==> config.mk <==
export PLATFORM = sky130hd
export DESIGN_NAME = dvp_tx_controller_flat
export DESIGN_NICKNAME = d
export VERILOG_FILES = /design/src/rtl/dvp_pkg.sv /design/src/rtl/dvp_tx_controller_if.sv /design/src/rtl/dvp_tx_timing_gen.sv /design/src/rtl/dvp_tx_controller.sv /design/src/flat_wrapper.sv
export SDC_FILE = /design/constraint.sdc
export NUM_CORES = 1
export LEC_CHECK = 0
export CAP_MARGIN = 20
export CELL_PAD_IN_SITES_DETAIL_PLACEMENT = 1
export CELL_PAD_IN_SITES_GLOBAL_PLACEMENT = 1
export CORE_MARGIN = 2
export CORE_UTILIZATION = 39
export CTS_BUF_LIST = sky130_fd_sc_hd__clkbuf_8
export DETAILED_ROUTE_END_ITERATION = 8
export GPL_ROUTABILITY_DRIVEN = 0
export HOLD_SLACK_MARGIN = 0.03
export PLACE_DENSITY = 0.83
export SETUP_SLACK_MARGIN = 0.02
export SLEW_MARGIN = 20
export SYNTH_ARGS = -nofsm -noshare
export SYNTH_HDL_FRONTEND = slang
export SYNTH_SLANG_ARGS = --single-unit
==> constraint.sdc <==
create_clock -name clk -period 2.3 [get_ports clk]
set_input_delay 0.46 -clock clk [delete_from_list [all_inputs] [get_ports clk]]
set_output_delay 0.46 -clock clk [all_outputs]
set_load 0.005 [all_outputs]
==> src/rtl/dvp_pkg.sv <==
// Shared DVP definitions: frame FSM encoding, byte order and counter sizing helpers.
// The DVP RX state machine uses the same state encoding.
package dvp_pkg;

    typedef enum logic [2:0] {
        IDLE_ST,
        VSYNC_ST,
        VBP_ST,
        ACT_ST,
        HBLK_ST,
        VFP_ST
    } dvp_state_t;

    localparam bit HI_BYTE_FIRST = 1'b1;

    function automatic int max2(input int a, input int b);
        return (a > b) ? a : b;
    endfunction

    // Width of a counter that must reach n-1; never narrower than one bit.
    function automatic int cnt_w(input int n);
        return (n <= 2) ? 1 : $clog2(n);
    endfunction

endpackage

==> src/rtl/dvp_tx_controller_if.sv <==
// Pixel handshake plus DVP output bus of the transmitter.
// master: the transmitter (pixel sink, bus driver); slave: source / bus observer.
interface dvp_tx_controller_if #(
    parameter int DVP_DATA_W = 8,
    parameter int RGB_PXL_W  = 16
);
    logic [RGB_PXL_W-1:0]  rgb_pxl;
    logic                  rgb_pxl_vld;
    logic                  rgb_pxl_rdy;
    logic                  dvp_vsync;
    logic                  dvp_href;
    logic [DVP_DATA_W-1:0] dvp_data;

    modport master (
        input  rgb_pxl, rgb_pxl_vld,
        output rgb_pxl_rdy, dvp_vsync, dvp_href, dvp_data
    );

    modport slave (
        output rgb_pxl, rgb_pxl_vld,
        input  rgb_pxl_rdy, dvp_vsync, dvp_href, dvp_data
    );
endinterface

==> src/rtl/dvp_tx_timing_gen.sv <==
// Free-running DVP frame timing: FSM with column, line and cycle counters.
// Reports the current state, the byte phase within ACT_ST and the last cycle of a frame.
module dvp_tx_timing_gen
    import dvp_pkg::*;
#(
    parameter int H_ACTIVE = 640,
    parameter int V_ACTIVE = 480,
    parameter int H_BLANK  = 144,
    parameter int VSYNC_W  = 3,
    parameter int V_BP     = 17,
    parameter int V_FP     = 10
) (
    input  logic       clk,
    input  logic       rst_n,
    input  logic       cam_start,
    output dvp_state_t state,
    output logic       phase,
    output logic       frame_end
);
    localparam int LINE_P = 2 * H_ACTIVE + H_BLANK;
    localparam int COL_W  = cnt_w(2 * H_ACTIVE);
    localparam int LINE_W = cnt_w(max2(V_ACTIVE, V_BP));
    localparam int CYC_W  = cnt_w(max2(max2(VSYNC_W, H_BLANK), max2(V_FP, LINE_P)));

    localparam logic [COL_W-1:0]  COL_LAST   = COL_W'(2 * H_ACTIVE - 1);
    localparam logic [LINE_W-1:0] ACT_LAST   = LINE_W'(V_ACTIVE - 1);
    localparam logic [LINE_W-1:0] VBP_LAST   = LINE_W'(V_BP - 1);
    localparam logic [CYC_W-1:0]  VSYNC_LAST = CYC_W'(VSYNC_W - 1);
    localparam logic [CYC_W-1:0]  LINE_LAST  = CYC_W'(LINE_P - 1);
    localparam logic [CYC_W-1:0]  HBLK_LAST  = CYC_W'(H_BLANK - 1);
    localparam logic [CYC_W-1:0]  VFP_LAST   = CYC_W'(V_FP - 1);

    dvp_state_t        state_reg, state_next;
    logic [COL_W-1:0]  col_reg, col_next;
    logic [LINE_W-1:0] line_reg, line_next;
    logic [CYC_W-1:0]  cyc_reg, cyc_next;

    always_ff @(posedge clk) begin
        if (!rst_n) begin
            state_reg <= IDLE_ST;
            col_reg   <= '0;
            line_reg  <= '0;
            cyc_reg   <= '0;
        end else begin
            state_reg <= state_next;
            col_reg   <= col_next;
            line_reg  <= line_next;
            cyc_reg   <= cyc_next;
        end
    end

    // Column and cycle counters restart on every state change; the line count
    // spans the ACT/HBLK pairs of one frame region.
    always_comb begin
        state_next = state_reg;
        col_next   = '0;
        line_next  = line_reg;
        cyc_next   = cyc_reg + CYC_W'(1);
        case (state_reg)
            IDLE_ST: begin
                cyc_next = '0;
                if (cam_start) state_next = VSYNC_ST;
            end
            VSYNC_ST: begin
                if (cyc_reg == VSYNC_LAST) begin
                    cyc_next   = '0;
                    line_next  = '0;
                    state_next = (V_BP == 0) ? ACT_ST : VBP_ST;
                end
            end
            VBP_ST: begin
                if (cyc_reg == LINE_LAST) begin
                    cyc_next = '0;
                    if (line_reg == VBP_LAST) begin
                        line_next  = '0;
                        state_next = ACT_ST;
                    end else begin
                        line_next = line_reg + LINE_W'(1);
                    end
                end
            end
            ACT_ST: begin
                cyc_next = '0;
                col_next = col_reg + COL_W'(1);
                if (col_reg == COL_LAST) begin
                    col_next   = '0;
                    state_next = HBLK_ST;
                end
            end
            HBLK_ST: begin
                if (cyc_reg == HBLK_LAST) begin
                    cyc_next = '0;
                    if (line_reg == ACT_LAST) begin
                        line_next  = '0;
                        state_next = VFP_ST;
                    end else begin
                        line_next  = line_reg + LINE_W'(1);
                        state_next = ACT_ST;
                    end
                end
            end
            VFP_ST: begin
                if (cyc_reg == VFP_LAST) begin
                    cyc_next   = '0;
                    state_next = cam_start ? VSYNC_ST : IDLE_ST;
                end
            end
            default: begin
                cyc_next   = '0;
                line_next  = '0;
                state_next = IDLE_ST;
            end
        endcase
    end

    always_comb begin
        state     = state_reg;
        phase     = col_reg[0];
        frame_end = (state_reg == VFP_ST) && (cyc_reg == VFP_LAST);
    end

endmodule

==> src/rtl/dvp_tx_controller.sv <==
// DVP transmitter: takes RGB565 pixels on a valid/ready handshake and serializes
// them two bytes per pixel onto VSYNC/HREF/DATA with fixed frame timing.
module dvp_tx_controller
    import dvp_pkg::*;
#(
    parameter int DVP_DATA_W = 8,
    parameter int RGB_PXL_W  = 16,
    parameter int H_ACTIVE   = 640,
    parameter int V_ACTIVE   = 480,
    parameter int H_BLANK    = 144,
    parameter int VSYNC_W    = 3,
    parameter int V_BP       = 17,
    parameter int V_FP       = 10
) (
    input  logic                clk,
    input  logic                rst_n,
    input  logic                cam_start_i,
    dvp_tx_controller_if.master bus,
    output logic                frame_done_o,
    output logic                underrun_o
);
    dvp_state_t state;
    logic       phase;
    logic       frame_end;
    logic       pxl_slot;

    logic [DVP_DATA_W-1:0] hi_byte, lo_byte, first_byte, second_byte;
    logic [DVP_DATA_W-1:0] data_reg, hold_reg;
    logic                  vsync_reg, href_reg, frame_done_reg, underrun_reg;

    dvp_tx_timing_gen #(
        .H_ACTIVE (H_ACTIVE),
        .V_ACTIVE (V_ACTIVE),
        .H_BLANK  (H_BLANK),
        .VSYNC_W  (VSYNC_W),
        .V_BP     (V_BP),
        .V_FP     (V_FP)
    ) u_timing (
        .clk       (clk),
        .rst_n     (rst_n),
        .cam_start (cam_start_i),
        .state     (state),
        .phase     (phase),
        .frame_end (frame_end)
    );

    assign pxl_slot        = (state == ACT_ST) && !phase;
    assign bus.rgb_pxl_rdy = pxl_slot;

    assign hi_byte     = bus.rgb_pxl[RGB_PXL_W-1 -: DVP_DATA_W];
    assign lo_byte     = bus.rgb_pxl[DVP_DATA_W-1:0];
    assign first_byte  = HI_BYTE_FIRST ? hi_byte : lo_byte;
    assign second_byte = HI_BYTE_FIRST ? lo_byte : hi_byte;

    // A missing pixel in its slot is sent as two zero bytes; timing never stalls.
    always_ff @(posedge clk) begin
        if (!rst_n) begin
            vsync_reg      <= 1'b0;
            href_reg       <= 1'b0;
            frame_done_reg <= 1'b0;
            underrun_reg   <= 1'b0;
            data_reg       <= '0;
            hold_reg       <= '0;
        end else begin
            vsync_reg      <= (state == VSYNC_ST);
            href_reg       <= (state == ACT_ST);
            frame_done_reg <= frame_end;
            underrun_reg   <= pxl_slot && !bus.rgb_pxl_vld;
            if (pxl_slot) begin
                data_reg <= bus.rgb_pxl_vld ? first_byte : '0;
                hold_reg <= bus.rgb_pxl_vld ? second_byte : '0;
            end else if (state == ACT_ST) begin
                data_reg <= hold_reg;
            end else begin
                data_reg <= '0;
            end
        end
    end

    assign bus.dvp_vsync = vsync_reg;
    assign bus.dvp_href  = href_reg;
    assign bus.dvp_data  = data_reg;
    assign frame_done_o  = frame_done_reg;
    assign underrun_o    = underrun_reg;

endmodule

==> src/flat_wrapper.sv <==
// flat-port wrapper written by rule: the top's interface ports become plain ports
module dvp_tx_controller_flat import dvp_pkg::*;
#(
    parameter int DVP_DATA_W = 8,
    parameter int RGB_PXL_W  = 16,
    parameter int H_ACTIVE   = 640,
    parameter int V_ACTIVE   = 480,
    parameter int H_BLANK    = 144,
    parameter int VSYNC_W    = 3,
    parameter int V_BP       = 17,
    parameter int V_FP       = 10
)
  (clk, rst_n, cam_start_i, frame_done_o, underrun_o, bus_rgb_pxl, bus_rgb_pxl_vld, bus_rgb_pxl_rdy, bus_dvp_vsync, bus_dvp_href, bus_dvp_data);
  dvp_tx_controller_if #(.DVP_DATA_W(DVP_DATA_W), .RGB_PXL_W(RGB_PXL_W)) bus_i ();
  input  logic clk;
  input  logic rst_n;
  input  logic cam_start_i;
  output logic frame_done_o;
  output logic underrun_o;
  input wire logic [$bits(bus_i.rgb_pxl)-1:0] bus_rgb_pxl;
  input wire logic [$bits(bus_i.rgb_pxl_vld)-1:0] bus_rgb_pxl_vld;
  output wire logic [$bits(bus_i.rgb_pxl_rdy)-1:0] bus_rgb_pxl_rdy;
  output wire logic [$bits(bus_i.dvp_vsync)-1:0] bus_dvp_vsync;
  output wire logic [$bits(bus_i.dvp_href)-1:0] bus_dvp_href;
  output wire logic [$bits(bus_i.dvp_data)-1:0] bus_dvp_data;
  assign bus_i.rgb_pxl = bus_rgb_pxl;
  assign bus_i.rgb_pxl_vld = bus_rgb_pxl_vld;
  assign bus_rgb_pxl_rdy = bus_i.rgb_pxl_rdy;
  assign bus_dvp_vsync = bus_i.dvp_vsync;
  assign bus_dvp_href = bus_i.dvp_href;
  assign bus_dvp_data = bus_i.dvp_data;
  dvp_tx_controller #(.DVP_DATA_W(DVP_DATA_W), .RGB_PXL_W(RGB_PXL_W), .H_ACTIVE(H_ACTIVE), .V_ACTIVE(V_ACTIVE), .H_BLANK(H_BLANK), .VSYNC_W(VSYNC_W), .V_BP(V_BP), .V_FP(V_FP)) u_core (.clk(clk), .rst_n(rst_n), .cam_start_i(cam_start_i), .bus(bus_i), .frame_done_o(frame_done_o), .underrun_o(underrun_o));
endmodule
==> run_summary.xml, run 1 <==
<?xml version="1.0" encoding="UTF-8"?>
<metrics>
  <group name="setup_path">
    <metric name="series_of_cell_instances_along_the_critical_path" unit="">nor2b_4, nand2_2, or2_1, inv_2, clkdlybuf4s50_1</metric>
    <metric name="worstSetupEndpointType" unit="">output pin</metric>
    <metric name="rrSetupSlack" unit="ns">0.08</metric>
    <metric name="crit_path_max_fanout" unit="">5</metric>
    <metric name="critPathRequiredTime" unit="ns">1.84</metric>
    <metric name="start_of_the_worst_register_to_register_path" unit="">u_core.u_timing.col_reg[1]</metric>
    <metric name="wp_buf_inv" unit="">2</metric>
    <metric name="cpLargestDelayFamily" unit="">buffers and inverters</metric>
    <metric name="critical_path.slowest_cell" unit="">sky130_fd_sc_hd__clkdlybuf4s50_1</metric>
    <metric name="setup.worst_path.start" unit="">u_core.u_timing.state[1]</metric>
    <metric name="critPathLaunchType" unit="">flip-flop</metric>
    <metric name="crit_path_max_incr_delay" unit="ns">0.49</metric>
    <metric name="critical_path_class" unit="">reg2out</metric>
    <metric name="cp.arrival" unit="ns">1.77</metric>
  </group>
  <group name="yosys">
    <metric name="syn-instance-count" unit="">280</metric>
    <metric name="synth_cell_type_count" unit="">53</metric>
    <metric name="syn-mean-instance-area" unit="um2">8.88</metric>
    <metric name="synth_warnings" unit="">0</metric>
    <metric name="synth.ff_latch_count" unit="">54</metric>
    <metric name="synth.yosys.seq_area_share" unit="%">43.5</metric>
    <metric name="synth_nets" unit="">306</metric>
    <metric name="mappedNetlistArea" unit="mm2">0.00249</metric>
  </group>
  <group name="outcome">
    <metric name="outcome" unit="">finished clean</metric>
  </group>
  <group name="timing">
    <metric name="setup-tns-final" unit="ns">0</metric>
    <metric name="part_of_the_cycle_the_worst_path_needs" unit="%">96.8</metric>
    <metric name="worst_clock_skew" unit="ns">0.00855</metric>
    <metric name="timing.final.max_slew_violations" unit="">0</metric>
    <metric name="slew_headroom" unit="%">66.6</metric>
    <metric name="report.final.setup_viol" unit="">0</metric>
    <metric name="timing_hold_violations_final" unit="">0</metric>
    <metric name="grt_setup_unrepaired" unit="">yes</metric>
    <metric name="fmax" unit="GHz">0.449</metric>
    <metric name="worst_pin_slew" unit="ns">0.499</metric>
    <metric name="timing.final.crit_period" unit="ns">2.23</metric>
  </group>
  <group name="detailed_routing">
    <metric name="detail-route-antenna-nets" unit="">0</metric>
    <metric name="detail_route.wl_per_cell" unit="um">15.5</metric>
    <metric name="detail_route.first_pass.iterations" unit="">4</metric>
    <metric name="drt_iter0_markers" unit="">90</metric>
    <metric name="wl" unit="um">6150</metric>
    <metric name="routed_via_density" unit="">5.30</metric>
    <metric name="drc" unit="">0</metric>
    <metric name="dr_total_vias" unit="">2097</metric>
  </group>
  <group name="final_layout">
    <metric name="drive_gt1_share" unit="%">13.5</metric>
    <metric name="fin_nets" unit="">344</metric>
    <metric name="layout_commonest_cell" unit="">sky130_fd_sc_hd__dfxtp_1</metric>
    <metric name="area_delta_synth_final" unit="%">23.3</metric>
    <metric name="insertedDiodeCount" unit="">0</metric>
    <metric name="layout_common_cells" unit="">48 x sky130_fd_sc_hd__dfxtp_1, 32 x sky130_fd_sc_hd__clkdlybuf4s50_1, 31 x sky130_fd_sc_hd__nor2_1</metric>
  </group>
  <group name="grt">
    <metric name="grt_first_pass_wirelength" unit="um">10100</metric>
    <metric name="pin_count_of_the_biggest_net_entering_global_routing" unit="">28</metric>
    <metric name="globalRouteTotalUtil" unit="%">17.5</metric>
    <metric name="remaining_global_route_overflow" unit="">0</metric>
    <metric name="grt_pass1_vias" unit="">2177</metric>
    <metric name="grt_antenna_before_repair" unit="">0</metric>
  </group>
  <group name="pwr">
    <metric name="p_leak" unit="uW">0.00113</metric>
    <metric name="total_power_per_unit_cell_area" unit="mW/mm2">717</metric>
    <metric name="vdd_ir_drop_max" unit="uV">500</metric>
    <metric name="finalPower" unit="uW">2200</metric>
  </group>
  <group name="worst_hold_path">
    <metric name="min-delay-path-class" unit="">reg2reg</metric>
    <metric name="hold_start" unit="">u_core.u_timing.col_reg[0]</metric>
  </group>
  <group name="cts">
    <metric name="tritoncts_clock_tree" unit="">yes</metric>
    <metric name="cts_num_sinks" unit="">54</metric>
    <metric name="cts_root_buf" unit="">sky130_fd_sc_hd__clkbuf_8</metric>
    <metric name="ctsLongestPathBuffers" unit="">2</metric>
    <metric name="clkTransAtPathRegs" unit="ns">0.10</metric>
    <metric name="cts_buffers" unit="">5</metric>
    <metric name="cts_hold_buffers" unit="">0</metric>
    <metric name="clock_latency" unit="ns">0.31</metric>
    <metric name="h_tree_level_count" unit="">2</metric>
  </group>
  <group name="placed_design">
    <metric name="port_buffers" unit="">32</metric>
    <metric name="dp_hpwl" unit="um">4500</metric>
  </group>
  <group name="floorplan">
    <metric name="die_width" unit="um">83.9</metric>
    <metric name="fp.coreArea" unit="mm2">0.00624</metric>
    <metric name="design.die.area" unit="mm2">0.00703</metric>
    <metric name="core.rowCount" unit="">29</metric>
    <metric name="io_pins" unit="">33</metric>
    <metric name="die_height" unit="um">83.9</metric>
    <metric name="initial_core_util" unit="%">39.9</metric>
  </group>
  <group name="run">
    <metric name="maximum_capacitance_violations" unit="">0</metric>
  </group>
</metrics>
path summary, 6_finish.rpt:
path / end / cells past startpoint
setup / recovery: bus_rgb_pxl_rdy / 5
hold / removal: u_core.u_timing.col_reg[0] / 1
setup reg to reg: u_core.u_timing.state[1] / 7
hold reg to reg: u_core.u_timing.col_reg[0] / 1
final cells by class:
class / instances / area [um2]
Fill cell: 721 / 3170
Timing Repair Buffer: 42 / 395
Clock buffer: 6 / 82.6
Clock inverter: 2 / 16.3
Inverter: 9 / 33.8
Sequential cell: 54 / 1090
Multi-Input combinational cell: 206 / 1350
Tap cell: 77 / 96.3
per-stage QoR:
step           util [%]  hold slack (ns)  std cells  setup WS (ns)  area [um2]
5_1_grt            49.1            0.467        396         0.0130        3070
2_1_floorplan         -            0.433        280          0.147        2490
6_report           49.1            0.450        396         0.0735        3070
3_5_place_dp       46.8            0.458        386         0.0186        2920
4_1_cts            48.6            0.473        394         0.0205        3030
3_3_place_gp       46.8            0.443        386          0.124        2920
cells by family after synthesis:
group	share of synthesized area (%)
simple gates	28.5
xor+xnor	6.34
fa+ha+maj	3.42
flops	43.5
buf+inv	3.17
mux	0.402
compound gates	14.7
cell usage after synthesis, drive strengths merged:
library cell,instances,area [um2]
dfxtp,54,1080
nor2,31,116
nand2,26,97.6
nand3,22,110
a21boi,16,120
and3,14,93.8
nor3,10,66.3
xor2,10,87.6
inv,9,33.8
a22o,8,70.1
clkbuf,8,30.0
o21a,8,60.1
xnor2,8,70.1
and2,6,38.8
ha,6,75.1
a21oi,4,20.0
or2,4,25.0
and4,3,28.8
buf,3,15.0
nand4,3,18.8
nor2b,3,18.8
a31oi,2,27.5
nand2b,2,12.5
nor4,2,12.5
o21ai,2,10.0
a211o,1,8.76
a22oi,1,12.5
a32o,1,10.0
and2b,1,7.51
and3b,1,8.76
maj3,1,10.0
mux2i,1,10.0
nand4b,1,8.76
nor3b,1,7.51
nor4b,1,8.76
o2111a,1,11.3
o22ai,1,6.26
o31a,1,8.76
or3,1,6.26
or3b,1,8.76
or4b,1,13.8
routing by layer:
layer	wire length (um)	GRT usage [%]
met5	0	0
met1	2800	22.4
met2	3090	30.5
met3	212	3.56
met4	44	3.67
power by group:
group / switching (uW) / internal (uW) / leakage, uW
registers: 43.2 / 979 / 0.000439
clock network: 320 / 249 / 0.0000478
logic: 338 / 270 / 0.000643
repair_timing:
item	CTS	global route
buffers inserted	0	2
setup endpoints to repair	2	14
gates resized for setup	5	9
pin swaps	0	1
No activity file was read; power rests on OpenSTA's default activity.
==> inputs of run 2 (changes only) <==
--- a/config.mk
+++ b/config.mk
@@ -5,10 +5,8 @@
 export SDC_FILE = /design/constraint.sdc
 export NUM_CORES = 1
 export LEC_CHECK = 0
-export CAP_MARGIN = 20
 export CELL_PAD_IN_SITES_DETAIL_PLACEMENT = 1
 export CELL_PAD_IN_SITES_GLOBAL_PLACEMENT = 1
-export CORE_MARGIN = 2
 export CORE_UTILIZATION = 39
 export CTS_BUF_LIST = sky130_fd_sc_hd__clkbuf_8
 export DETAILED_ROUTE_END_ITERATION = 8
==> run 2 against run 1 <==
Design area grew 0.90%. Utilization grew 2.2 points. Sequential cell count is the same. Highest routed layer unchanged. Critical endpoint unchanged. Critical path depth is the same. Total power shrank 0.38%. Maximum frequency grew 1.8%. Wire length shrank 1.2%. First-iteration DRC count shrank 1.1%. Register-to-register slack gained 0.05 ns. Worst hold slack gained 0.0081 ns. Clock skew grew 0.0070 ns. Global-route usage grew 1.9 points.
==> run_summary.xml, run 2 (synthesized netlist as in run 1, its figures left out) <==
<?xml version="1.0" encoding="UTF-8"?>
<metrics>
  <group name="timing">
    <metric name="setup-tns-final" unit="ns">0</metric>
    <metric name="report.final.setup_viol" unit="">0</metric>
    <metric name="fmax" unit="GHz">0.457</metric>
    <metric name="worst_clock_skew" unit="ns">0.0156</metric>
    <metric name="part_of_the_cycle_the_worst_path_needs" unit="%">95.1</metric>
    <metric name="timing_hold_violations_final" unit="">0</metric>
    <metric name="grt_setup_unrepaired" unit="">no</metric>
    <metric name="timing.final.max_slew_violations" unit="">0</metric>
    <metric name="slew_headroom" unit="%">62.1</metric>
    <metric name="timing.final.crit_period" unit="ns">2.19</metric>
    <metric name="worst_pin_slew" unit="ns">0.566</metric>
  </group>
  <group name="pwr">
    <metric name="total_power_per_unit_cell_area" unit="mW/mm2">708</metric>
    <metric name="clkPwrFrac" unit="%">25.7</metric>
    <metric name="netsw" unit="uW">696</metric>
    <metric name="p_leak" unit="uW">0.00114</metric>
    <metric name="vdd_ir_drop_max" unit="uV">341</metric>
    <metric name="power_switching_share" unit="%">31.8</metric>
    <metric name="pwr-share-comb" unit="%">27.7</metric>
    <metric name="p_seq_share" unit="%">46.5</metric>
    <metric name="cellInternalPower" unit="uW">1490</metric>
  </group>
  <group name="grt">
    <metric name="grt_antenna_before_repair" unit="">0</metric>
    <metric name="globalRouteTotalUtil" unit="%">19.3</metric>
    <metric name="pin_count_of_the_biggest_net_entering_global_routing" unit="">28</metric>
    <metric name="remaining_global_route_overflow" unit="">0</metric>
    <metric name="grt_pass1_vias" unit="">2095</metric>
    <metric name="grt_first_pass_wirelength" unit="um">9910</metric>
  </group>
  <group name="setup_path">
    <metric name="series_of_cell_instances_along_the_critical_path" unit="">nor2b_4, nand2_1, or2_1, inv_2, clkdlybuf4s50_1</metric>
    <metric name="worst_r2r_endpoint" unit="">u_core.u_timing.state[1]</metric>
    <metric name="start_of_the_worst_register_to_register_path" unit="">u_core.u_timing.cyc_reg[0]</metric>
    <metric name="worstSetupEndpointType" unit="">output pin</metric>
    <metric name="critPathRequiredTime" unit="ns">1.84</metric>
    <metric name="crit_path_max_incr_delay" unit="ns">0.50</metric>
    <metric name="setup.worst_path.start" unit="">u_core.u_timing.state[2]</metric>
    <metric name="critical_path_class" unit="">reg2out</metric>
    <metric name="critPathLaunchType" unit="">flip-flop</metric>
    <metric name="critical_path.slowest_cell" unit="">sky130_fd_sc_hd__clkdlybuf4s50_1</metric>
    <metric name="crit_path_max_fanout" unit="">7</metric>
    <metric name="cp.arrival" unit="ns">1.73</metric>
    <metric name="rrSetupSlack" unit="ns">0.13</metric>
    <metric name="crit_end" unit="">bus_rgb_pxl_rdy</metric>
    <metric name="timing.reg2reg.worst_path_depth" unit="">7</metric>
  </group>
  <group name="final_layout">
    <metric name="layout_commonest_cell" unit="">sky130_fd_sc_hd__dfxtp_1</metric>
    <metric name="regArea" unit="mm2">0.00110</metric>
    <metric name="area_delta_synth_final" unit="%">24.4</metric>
    <metric name="filler_cell_count" unit="">712</metric>
    <metric name="multiInputGateArea" unit="mm2">0.00135</metric>
    <metric name="fin_nets" unit="">348</metric>
    <metric name="layout_common_cells" unit="">47 x sky130_fd_sc_hd__dfxtp_1, 32 x sky130_fd_sc_hd__clkdlybuf4s50_1, 31 x sky130_fd_sc_hd__nor2_1</metric>
    <metric name="drive_gt1_share" unit="%">14.9</metric>
    <metric name="insertedDiodeCount" unit="">0</metric>
    <metric name="finalInstanceArea" unit="mm2">0.00309</metric>
  </group>
  <group name="detailed_routing">
    <metric name="detail-route-antenna-nets" unit="">0</metric>
    <metric name="detail_route.first_pass.iterations" unit="">4</metric>
    <metric name="drc" unit="">0</metric>
    <metric name="drt_iter0_markers" unit="">89</metric>
    <metric name="wl" unit="um">6080</metric>
    <metric name="dr_total_vias" unit="">2124</metric>
    <metric name="detail_route.wl_per_cell" unit="um">15.3</metric>
    <metric name="routed_via_density" unit="">5.34</metric>
  </group>
  <group name="floorplan">
    <metric name="core.rowCount" unit="">28</metric>
    <metric name="fp.coreArea" unit="mm2">0.00603</metric>
    <metric name="die_width" unit="um">81.9</metric>
    <metric name="die_height" unit="um">81.9</metric>
    <metric name="design.die.area" unit="mm2">0.00670</metric>
    <metric name="initial_core_util" unit="%">41.3</metric>
    <metric name="io_pins" unit="">33</metric>
  </group>
  <group name="cts">
    <metric name="cts_buffers" unit="">5</metric>
    <metric name="clkTransAtPathRegs" unit="ns">0.11</metric>
    <metric name="ctsLongestPathBuffers" unit="">2</metric>
    <metric name="cts_root_buf" unit="">sky130_fd_sc_hd__clkbuf_8</metric>
    <metric name="cts_num_sinks" unit="">54</metric>
    <metric name="h_tree_level_count" unit="">2</metric>
    <metric name="tritoncts_clock_tree" unit="">yes</metric>
    <metric name="clock_latency" unit="ns">0.32</metric>
  </group>
  <group name="placed_design">
    <metric name="place_area" unit="mm2">0.00292</metric>
    <metric name="dp_hpwl" unit="um">4370</metric>
    <metric name="port_buffers" unit="">32</metric>
  </group>
  <group name="run">
    <metric name="maximum_capacitance_violations" unit="">0</metric>
  </group>
  <group name="worst_hold_path">
    <metric name="min-delay-path-class" unit="">reg2reg</metric>
  </group>
  <group name="outcome">
    <metric name="outcome" unit="">finished clean</metric>
  </group>
</metrics>
## run 2: per-layer routing
metal	share of wire, %	global-route usage (%)	up-vias
met2	49	33.1	40
li1	-	-	1054
met5	0	0	-
met4	1.4	6.84	0
met3	4.1	4.00	7
met1	45	23.8	1023
## run 2: worst min-delay path by stage
stage / start / to / slack [ns] / cells after the start
after global routing: u_core.u_timing.col_reg[0] / u_core.u_timing.col_reg[0] / 0.48 / 1
after floorplan: u_core.u_timing.col_reg[0] / u_core.u_timing.col_reg[0] / 0.43 / 1
after global placement: u_core.u_timing.col_reg[0] / u_core.u_timing.col_reg[0] / 0.44 / 1
final: u_core.u_timing.cyc_reg[0] / u_core.u_timing.cyc_reg[0] / 0.46 / 1
after detailed placement: u_core.hold_reg[5] / u_core.hold_reg[5] / 0.46 / 2
after CTS: u_core.u_timing.col_reg[0] / u_core.u_timing.col_reg[0] / 0.47 / 1
## run 2: final cells by class
cell class              instances  area share, %
repair buffers                 46           13.7
well taps                      75           3.03
inverters                       9           1.09
clock buffers                   5           2.22
multi-input cells             206           43.6
clock inverters                 3          0.809
flip-flops and latches         54           35.5
## run 2: power groups by stage
stage	Sequential, uW	Clock (uW)	Combinational, uW
after floorplan	1010	0	363
after global placement	1040	0	510
after detailed placement	1040	0	524
after CTS	1030	582	550
after global routing	1020	621	680
final	1020	564	607
## run 2: what timing repair did
| item | CTS | global route |
|---|---|---|
| endpoints found under the setup margin | 2 | 2 |
| resized for setup | 7 | 9 |
| pin swaps | 0 | 0 |
| hold buffers | 0 | 0 |
| buffers inserted | 1 | 4 |
## run 2: stage by stage
step	power, uW	hold slack [ns]	std cells	utilization (%)	worst slack [ns]
after floorplan	1380	0.433	280	-	0.147
after global placement	1550	0.444	385	48.5	0.112
after detailed placement	1560	0.459	385	48.5	0.0210
after CTS	2160	0.473	394	50.5	0.0247
after global routing	2320	0.476	398	51.3	0.0198
final	2190	0.458	398	51.3	0.114
## run 2: critical path: cells and delay by family, from the launching register on
family,cells,cell delay (ns)
simple gates,3,0.44
buf+inv,2,0.58
flops,1,0.39
==> inputs of run 3 (changes only) <==
--- a/config.mk
+++ b/config.mk
@@ -12,7 +12,7 @@
 export DETAILED_ROUTE_END_ITERATION = 8
 export GPL_ROUTABILITY_DRIVEN = 0
 export HOLD_SLACK_MARGIN = 0.03
-export PLACE_DENSITY = 0.83
+export PLACE_DENSITY_LB_ADDON = 0.1
 export SETUP_SLACK_MARGIN = 0.02
 export SLEW_MARGIN = 20
 export SYNTH_ARGS = -nofsm -noshare
==> run 3 against run 2 <==
Clock skew is 0.0079 ns lower. Wire length is 8.9% lower. Via count is 4.8% lower. Critical path depth is 2 higher. Sequential power hardly changed. Register-to-register slack hardly changed. Critical path type is now reg2reg. Sequential cell count stayed put.
==> run_summary.xml, run 3 (synthesized netlist as in run 1, its figures left out) <==
<?xml version="1.0" encoding="UTF-8"?>
<metrics>
  <group name="setup_path">
    <metric name="critPathRequiredTime" unit="ns">2.51</metric>
    <metric name="crit_path_max_fanout" unit="">6</metric>
    <metric name="worstSetupEndpointType" unit="">flip-flop</metric>
    <metric name="critical_path_class" unit="">reg2reg</metric>
    <metric name="critPathLaunchType" unit="">flip-flop</metric>
    <metric name="cp.arrival" unit="ns">2.39</metric>
  </group>
  <group name="cts">
    <metric name="h_tree_level_count" unit="">2</metric>
    <metric name="cts_hold_buffers" unit="">0</metric>
    <metric name="clkTransAtPathRegs" unit="ns">0.10</metric>
    <metric name="clock_latency" unit="ns">0.31</metric>
    <metric name="cts_buffers" unit="">5</metric>
    <metric name="ctsLongestPathBuffers" unit="">2</metric>
    <metric name="cts_num_sinks" unit="">54</metric>
    <metric name="tritoncts_clock_tree" unit="">yes</metric>
    <metric name="cts_root_buf" unit="">sky130_fd_sc_hd__clkbuf_8</metric>
  </group>
  <group name="detailed_routing">
    <metric name="detail-route-antenna-nets" unit="">0</metric>
    <metric name="wl" unit="um">5540</metric>
    <metric name="detail_route.wl_per_cell" unit="um">14.1</metric>
    <metric name="routed_via_density" unit="">5.13</metric>
    <metric name="dr_total_vias" unit="">2023</metric>
    <metric name="drc" unit="">0</metric>
    <metric name="drt_iter0_markers" unit="">59</metric>
    <metric name="detail_route.first_pass.iterations" unit="">3</metric>
  </group>
  <group name="timing">
    <metric name="timing.final.ws_setup" unit="ns">0.117</metric>
    <metric name="timing.final.crit_period" unit="ns">2.18</metric>
    <metric name="timing.final.max_slew_violations" unit="">0</metric>
    <metric name="grt_setup_unrepaired" unit="">yes</metric>
    <metric name="report.final.setup_viol" unit="">0</metric>
    <metric name="fmax" unit="GHz">0.458</metric>
    <metric name="worst_pin_slew" unit="ns">0.553</metric>
    <metric name="slew_headroom" unit="%">63.0</metric>
    <metric name="timing_hold_violations_final" unit="">0</metric>
    <metric name="worst_clock_skew" unit="ns">0.00768</metric>
    <metric name="part_of_the_cycle_the_worst_path_needs" unit="%">94.9</metric>
    <metric name="setup-tns-final" unit="ns">0</metric>
  </group>
  <group name="final_layout">
    <metric name="filler_cell_count" unit="">729</metric>
    <metric name="regArea" unit="mm2">0.00109</metric>
    <metric name="area_delta_synth_final" unit="%">22.4</metric>
    <metric name="fin_nets" unit="">344</metric>
    <metric name="multiInputGateArea" unit="mm2">0.00134</metric>
    <metric name="drive_gt1_share" unit="%">13.2</metric>
    <metric name="layout_commonest_cell" unit="">sky130_fd_sc_hd__dfxtp_1</metric>
    <metric name="layout_common_cells" unit="">48 x sky130_fd_sc_hd__dfxtp_1, 31 x sky130_fd_sc_hd__nor2_1, 31 x sky130_fd_sc_hd__clkdlybuf4s50_1</metric>
    <metric name="finish.utilization" unit="%">50.5</metric>
    <metric name="insertedDiodeCount" unit="">0</metric>
  </group>
  <group name="grt">
    <metric name="remaining_global_route_overflow" unit="">0</metric>
    <metric name="grt_antenna_before_repair" unit="">0</metric>
    <metric name="globalRouteTotalUtil" unit="%">18.2</metric>
    <metric name="grt_first_pass_wirelength" unit="um">9420</metric>
    <metric name="grt_pass1_vias" unit="">2070</metric>
    <metric name="pin_count_of_the_biggest_net_entering_global_routing" unit="">17</metric>
  </group>
  <group name="floorplan">
    <metric name="io_pins" unit="">33</metric>
    <metric name="die_height" unit="um">81.9</metric>
    <metric name="fp.coreArea" unit="mm2">0.00603</metric>
    <metric name="initial_core_util" unit="%">41.3</metric>
    <metric name="design.die.area" unit="mm2">0.00670</metric>
    <metric name="core.rowCount" unit="">28</metric>
    <metric name="die_width" unit="um">81.9</metric>
  </group>
  <group name="run">
    <metric name="maximum_capacitance_violations" unit="">0</metric>
  </group>
  <group name="pwr">
    <metric name="finalPower" unit="uW">2080</metric>
    <metric name="total_power_per_unit_cell_area" unit="mW/mm2">683</metric>
    <metric name="p_leak" unit="uW">0.00114</metric>
    <metric name="vdd_ir_drop_max" unit="uV">384</metric>
  </group>
  <group name="outcome">
    <metric name="outcome" unit="">finished clean</metric>
  </group>
  <group name="worst_hold_path">
    <metric name="min-delay-path-class" unit="">reg2reg</metric>
  </group>
  <group name="placed_design">
    <metric name="dp_hpwl" unit="um">4090</metric>
    <metric name="port_buffers" unit="">32</metric>
    <metric name="post-place-ws" unit="ns">0.0397</metric>
  </group>
</metrics>
-- run 3: final timing paths --
| path | slack, ns | endpoint | cells past startpoint | start |
|---|---|---|---|---|
| max reg2reg | 0.12 | u_core.u_timing.state[1] | 7 | u_core.u_timing.col_reg[0] |
| min | 0.44 | u_core.u_timing.cyc_reg[0] | 1 | u_core.u_timing.cyc_reg[0] |
| min reg2reg | 0.44 | u_core.u_timing.cyc_reg[0] | 1 | u_core.u_timing.cyc_reg[0] |
| max | 0.12 | u_core.u_timing.state[1] | 7 | u_core.u_timing.col_reg[0] |
-- run 3: layer usage --
metal	vias to the layer above	track usage [%]	wire [um]
met1	950	23.1	2710
met5	-	0	0
met4	0	5.26	55
met2	25	31.1	2620
met3	4	3.67	157
li1	1044	-	-
-- run 3: critical path: stages, from the launching register on --
cell                      delay (ns)
sky130_fd_sc_hd__dfxtp_4        0.38
sky130_fd_sc_hd__ha_2           0.18
sky130_fd_sc_hd__and3_1         0.17
sky130_fd_sc_hd__and3_2         0.24
sky130_fd_sc_hd__a31oi_4        0.10
sky130_fd_sc_hd__or4b_4         0.53
sky130_fd_sc_hd__and2_0         0.18
sky130_fd_sc_hd__o31a_1         0.29
-- run 3: metrics by stage --
| stage | std cells | hold slack (ns) | instance area, um2 |
|---|---|---|---|
| final | 394 | 0.444 | 3040 |
| after global routing | 394 | 0.460 | 3040 |
| after CTS | 394 | 0.476 | 3020 |
| after detailed placement | 386 | 0.462 | 2930 |
| after global placement | 386 | 0.451 | 2930 |
| after floorplan | 280 | 0.433 | 2490 |
-- run 3: cell type report --
| type | count | area share (%) |
|---|---|---|
| inverters | 9 | 1.11 |
| clock inverters | 3 | 0.575 |
| flip-flops and latches | 54 | 35.9 |
| multi-input cells | 206 | 44.0 |
| well taps | 75 | 3.08 |
| clock buffers | 5 | 2.26 |
| repair buffers | 42 | 13.1 |
-- run 3: repair_timing --
item,CTS,global route
pin swaps,0,1
setup buffers,0,0
gates resized for setup,4,10
setup endpoints to repair,2,2
-- run 3: where the power goes --
part	internal (uW)	switching, uW	total, uW	leakage [uW]
registers	973	40.5	1010	0.000439
clock network	211	312	523	0.0000493
logic	250	293	543	0.000657
